File: src/rtl/mem_port_arbiter_pkg.sv
// Shared encodings and helpers for the I/D memory port arbiter.
package mem_port_arbiter_pkg;

  typedef enum logic [1:0] {
    OWN_NONE = 2'd0,
    OWN_I    = 2'd1,
    OWN_D    = 2'd2
  } owner_t;

  typedef enum logic {
    ST_IDLE = 1'b0,
    ST_WAIT = 1'b1
  } state_t;

  // A latency of 1 needs no down-count, but keep at least one counter bit.
  function automatic int lat_cnt_w(input int lat);
    return (lat > 1) ? $clog2(lat) : 1;
  endfunction

endpackage

File: src/rtl/mem_lat_counter.sv
// Read-latency timer: loaded with LATENCY-1 on a grant, counts down to zero.
module mem_lat_counter
  import mem_port_arbiter_pkg::*;
#(
  parameter int LATENCY = 1
) (
  input  logic clk,
  input  logic rst,
  input  logic load,
  output logic zero
);

  localparam int CNT_W = lat_cnt_w(LATENCY);
  localparam logic [CNT_W-1:0] LOAD_VAL = CNT_W'(LATENCY - 1);

  logic [CNT_W-1:0] cnt_r;

  // Down-counter that parks at zero until the next load.
  always_ff @(posedge clk or posedge rst) begin
    if (rst) begin
      cnt_r <= '0;
    end else if (load) begin
      cnt_r <= LOAD_VAL;
    end else if (cnt_r != '0) begin
      cnt_r <= cnt_r - CNT_W'(1);
    end else begin
      cnt_r <= cnt_r;
    end
  end

  assign zero = (cnt_r == '0);

endmodule

File: src/rtl/mem_port_arbiter.sv
// Shares one synchronous memory port between fetch (I) and load/store (D),
// D priority with a starvation guard for I, one transaction outstanding.
module mem_port_arbiter
  import mem_port_arbiter_pkg::*;
#(
  parameter int ADDR_W     = 32,
  parameter int DATA_W     = 32,
  parameter int LATENCY    = 1,
  parameter int STARVE_MAX = 4
) (
  input  logic              clk,
  input  logic              rst,
  input  logic              i_req,
  input  logic [ADDR_W-1:0] i_addr,
  output logic              i_gnt,
  output logic              i_valid,
  output logic [DATA_W-1:0] i_rdata,
  input  logic              d_req,
  input  logic              d_we,
  input  logic [ADDR_W-1:0] d_addr,
  input  logic [DATA_W-1:0] d_wdata,
  output logic              d_gnt,
  output logic              d_valid,
  output logic [DATA_W-1:0] d_rdata,
  output logic              mem_en,
  output logic              mem_we,
  output logic [ADDR_W-1:0] mem_addr,
  output logic [DATA_W-1:0] mem_wdata,
  input  logic [DATA_W-1:0] mem_rdata,
  output logic              busy
);

  localparam int STARVE_W = $clog2(STARVE_MAX + 1);
  localparam logic [STARVE_W-1:0] STARVE_LIM = STARVE_W'(STARVE_MAX);

  state_t              state_r, state_nx_s;
  owner_t              owner_r, owner_nx_s;
  logic [STARVE_W-1:0] starve_cnt_r;
  logic                lat_zero_s;
  logic                window_s;
  logic                done_s;
  logic                grant_i_s;
  logic                grant_d_s;

  mem_lat_counter #(.LATENCY(LATENCY)) u_lat (
    .clk  (clk),
    .rst  (rst),
    .load (grant_i_s | grant_d_s),
    .zero (lat_zero_s)
  );

  // Grant window and arbitration; rst masks the Mealy grants so outputs drop at once.
  always_comb begin
    done_s    = (state_r == ST_WAIT) && lat_zero_s;
    window_s  = !rst && ((state_r == ST_IDLE) || done_s);
    grant_d_s = window_s && d_req && !(i_req && (starve_cnt_r == STARVE_LIM));
    grant_i_s = window_s && i_req && !grant_d_s;
  end

  // Next-state and ownership.
  always_comb begin
    state_nx_s = state_r;
    owner_nx_s = owner_r;
    case (state_r)
      ST_IDLE: begin
        if (grant_d_s || grant_i_s) begin
          state_nx_s = ST_WAIT;
          owner_nx_s = grant_d_s ? OWN_D : OWN_I;
        end else begin
          state_nx_s = ST_IDLE;
          owner_nx_s = OWN_NONE;
        end
      end
      ST_WAIT: begin
        if (grant_d_s || grant_i_s) begin
          state_nx_s = ST_WAIT;
          owner_nx_s = grant_d_s ? OWN_D : OWN_I;
        end else if (done_s) begin
          state_nx_s = ST_IDLE;
          owner_nx_s = OWN_NONE;
        end else begin
          state_nx_s = ST_WAIT;
          owner_nx_s = owner_r;
        end
      end
      default: begin
        state_nx_s = ST_IDLE;
        owner_nx_s = OWN_NONE;
      end
    endcase
  end

  // State and owner registers.
  always_ff @(posedge clk or posedge rst) begin
    if (rst) begin
      state_r <= ST_IDLE;
      owner_r <= OWN_NONE;
    end else begin
      state_r <= state_nx_s;
      owner_r <= owner_nx_s;
    end
  end

  // Count D wins while I waits; any cycle without i_req forgives the debt.
  always_ff @(posedge clk or posedge rst) begin
    if (rst) begin
      starve_cnt_r <= '0;
    end else if (!i_req || grant_i_s) begin
      starve_cnt_r <= '0;
    end else if (grant_d_s && (starve_cnt_r != STARVE_LIM)) begin
      starve_cnt_r <= starve_cnt_r + STARVE_W'(1);
    end else begin
      starve_cnt_r <= starve_cnt_r;
    end
  end

  // Memory-side routing from the winner and completion steering back to the owner.
  always_comb begin
    i_gnt     = grant_i_s;
    d_gnt     = grant_d_s;
    mem_en    = grant_i_s | grant_d_s;
    mem_we    = 1'b0;
    mem_addr  = '0;
    mem_wdata = '0;
    if (grant_d_s) begin
      mem_we    = d_we;
      mem_addr  = d_addr;
      mem_wdata = d_wdata;
    end else if (grant_i_s) begin
      mem_addr  = i_addr;
    end else begin
      mem_we    = 1'b0;
    end
    i_valid = !rst && done_s && (owner_r == OWN_I);
    d_valid = !rst && done_s && (owner_r == OWN_D);
    i_rdata = i_valid ? mem_rdata : '0;
    d_rdata = d_valid ? mem_rdata : '0;
    busy    = !rst && (state_r == ST_WAIT);
  end

endmodule
File: config.mk
export PLATFORM = sky130hd
export DESIGN_NAME = mem_port_arbiter
export DESIGN_NICKNAME = d
export VERILOG_FILES = /design/src/rtl/mem_port_arbiter_pkg.sv /design/src/rtl/mem_lat_counter.sv /design/src/rtl/mem_port_arbiter.sv
export SDC_FILE = /design/constraint.sdc
export NUM_CORES = 1
export LEC_CHECK = 0
export CAP_MARGIN = 20
export CORE_AREA = 2 2 103 105
export CTS_CLUSTER_SIZE = 40
export DETAILED_ROUTE_END_ITERATION = 16
export DIE_AREA = 0 0 105 107
export GPL_TIMING_DRIVEN = 0
export SLEW_MARGIN = 20
export SYNTH_ARGS = -nofsm -noshare
export SYNTH_HDL_FRONTEND = slang
export SYNTH_SLANG_ARGS = --single-unit
File: constraint.sdc
create_clock -name clk -period 4.7 [get_ports clk]
set_input_delay 0.705 -clock clk [delete_from_list [all_inputs] [get_ports clk]]
set_output_delay 0.705 -clock clk [all_outputs]
set_load 0.05 [all_outputs]
==> reports/summary.txt <==
Setup violations, final - 0
RSZ-0062 raised after global routing - false
sequential area share after synthesis - 10.9%
H-tree lvl count - 1
Post-synth EDFFs - 0
First-pass DRT Iterations - 4
Worst-Skew Late Latency - 0.23 ns
fin nets - 583
DRC - 0
share of layout cells above drive strength 1 - 4.93%
Pwr Total - 0.000507 W
Root Buffer Master - clkbuf_8
first-pass GRT wire length - 11.9 mm
CTS clk-pin slew, worst paths - 0.04 ns
synthesized cell area - 0.00138 mm2
crit-path cells - clkdlybuf4s50_1, a21boi_2, nor3b_4, buf_6, a22o_1, clkdlybuf4s50_1
# IOs - 268
Tot GR Track Use - 13.1%
CP Data Arrival Time - 3.00 ns
post-CTS sizing - 0
switching power share of the total - 42.2%
RD Place Congestion - 0.772
Main synth FF type - dfrtp_1
Yosys reg bits - 6
clock sinks - 6
Routed WL - 8.18 mm
critical path startpoint category - primary input
Setup TNS - 0 ns
HPWL after DPL - 7.16 mm
Slew Limit Fails - 0
number of fillers in the final layout - 1064
port bufs - 266
Max stage delay on crit path - 0.83 ns
Crit. End Element - output port
Max Fclk - 0.270 GHz
Clk pwr share - 15.7%
# diodes - 0
Synth Net Count - 312
Reg area - 150 um2
internal power - 0.000293 W
area of the multi-input gates - 0.00108 mm2
routed vias - 2304
number of routed nets with antenna violations - 0
vias in the first global route - 2275
DR top layer - met4
postcts setup bufs - 0
Starting Density - 13.6%
pre-CTS setup slack - 1.01 ns
Slowest-stage cell, CP - clkdlybuf4s50_1
Yosys cell types - 24
Max rail drop VDD - 0.0828 mV
Post-Synthesis Cells - 177
PwrDens - 119 mW/mm2
Die W - 105 um
CTS Buf Count - 3
Async SR Flop Fraction - 100%
sequential power share - 10.8%
CP required - 3.99 ns
Layout area overhead - 209%
Crit Path Max Fanout - 10
PnR worst setup slack - 0.996 ns
CTS tree - done
antenna violations before repair - 0
Hold WC Path Type - primary input to async pin
Top cell by count, worst path - clkdlybuf4s50_1
core area - 0.0101 mm2
die height - 107 um
Overflow after GRT - 0
Slew HR - 63.7%
switching power - 0.000214 W
DR vias/cell - 3.96
Tmin final - 3.70 ns
1st-iter DRT viols - 76
hold buffer count at CTS - 0
Leakage - 1.64 nW
Final period util - 78.8%
DR WL met2 - 4.30 mm
met3 WL - 634 um
clock buffer depth - 2
Mean Syn Cell Area - 7.77 um2
combinational share of power - 73.5%
Worst-Margin Slew - 0.543 ns
wire per inst - 14.0 um
metal1 wirelength - 3.12 mm
Crit Path Category - primary input to output port
clock skew - 0.00369 ns
die area - 0.0112 mm2
row count - 37
status - finished, final reports clean
Max-Cap Viols - 0
Syn. warnings - 0
Final Hold Vio Count - 0
largest net degree at the start of global routing - 12
==> layout by cell type, fill, tap and decap left out <==
cell type and instances:
dfrtp_1 6, clkbuf_1 4, nor2_1 3, buf_4 2, clkdlybuf4s50_1 266, nand2b_4 1, a21boi_0 2, a21boi_1 1
buf_6 7, ha_1 2, a31oi_4 1, inv_1 3, a211o_1 1, nand2_1 2, buf_2 4, a22o_1 32
nor3b_1 1, and3b_1 2, or3b_2 1, nor2b_4 1, nor3b_4 1, and2_1 97, o21ai_0 1, nand3_1 1
clkbuf_8 3, a21boi_2 1
==> cells in the mapped netlist (2+ instances only) <==
cell / instances / share of area, %
inv_1: 3 / 0.82
clkbuf_1: 4 / 1.1
ha_1: 2 / 1.8
nand2_1: 2 / 0.55
buf_6: 7 / 5.7
dfrtp_1: 6 / 11
a22o_1: 32 / 20
buf_2: 4 / 1.5
nor2_1: 3 / 0.82
buf_4: 2 / 1.1
a21boi_0: 2 / 1.1
and3b_1: 2 / 1.3
and2_1: 97 / 44
==> registers in the layout, summed over array words and instances, names as in the netlist <==
signal	count
owner_r	2
starve_cnt_r	3
state_r	1
==> per-layer routing <==
metal,track usage [%],vias up
met1,15.5,1049
li1,-,1135
met3,2.67,11
met5,0,-
met2,23.9,109
met4,3.52,0
==> cells by family (layout without fill, tap and decap cells) <==
| group | count (synthesis) | count (layout) | synth area share, % |
|---|---|---|---|
| buf+inv | 20 | 289 | 10.2 |
| fa+ha+maj | 2 | 2 | 1.82 |
| compound gates | 39 | 39 | 25.4 |
| flops | 6 | 6 | 10.9 |
| simple gates | 110 | 110 | 51.7 |
==> power groups by stage <==
stage	clock, W	combinational, W	sequential, W
2_1_floorplan	0	0.000183	0.0000553
3_3_place_gp	0	0.000372	0.0000556
3_5_place_dp	0	0.000373	0.0000556
4_1_cts	0.0000815	0.000375	0.0000549
5_1_grt	0.0000827	0.000390	0.0000551
6_report	0.0000795	0.000373	0.0000549
==> final cells by class <==
type | instances | area share (%)
inverters | 3 | 0.265
flip-flops and latches | 6 | 3.53
multi-input cells | 151 | 25.5
clock buffers | 3 | 0.972
plain buffers | 17 | 3.03
repair buffers | 266 | 62.7
well taps | 136 | 4.00
==> metrics by stage <==
| stage | instances | hold slack (ns) | cell area (um2) | utilization (%) |
|---|---|---|---|---|
| after floorplan | 177 | 0.531 | 1380 | - |
| after global placement | 579 | 0.551 | 4210 | 41.7 |
| after detailed placement | 579 | 0.554 | 4210 | 41.7 |
| after CTS | 582 | 0.432 | 4250 | 42.1 |
| after global routing | 582 | 0.460 | 4250 | 42.1 |
| final | 582 | 0.428 | 4250 | 42.1 |
==> path summary, 6_finish.rpt <==
kind                                      start         endpoint  slack (ns)  depth (start not counted)
worst max-delay path                      d_req     mem_addr[28]         1.0                          6
worst max register to register  starve_cnt_r[0]       owner_r[0]        3.17                          5
max in group asynchronous                   rst       owner_r[1]        4.07                          2
min in group clk                starve_cnt_r[1]  starve_cnt_r[1]        0.56                          2
worst min-delay path                        rst  starve_cnt_r[2]        0.43                          2
worst min register to register  starve_cnt_r[1]  starve_cnt_r[1]        0.56                          2
==> worst max-delay path, delay by kind of cell <==
family | cells | cell delay (ns)
buffers and inverters | 3 | 1.52
AND/OR/NAND/NOR | 1 | 0.38
AO/OA/AOI/OAI | 2 | 0.38
No activity file was read; power rests on OpenSTA's default activity.
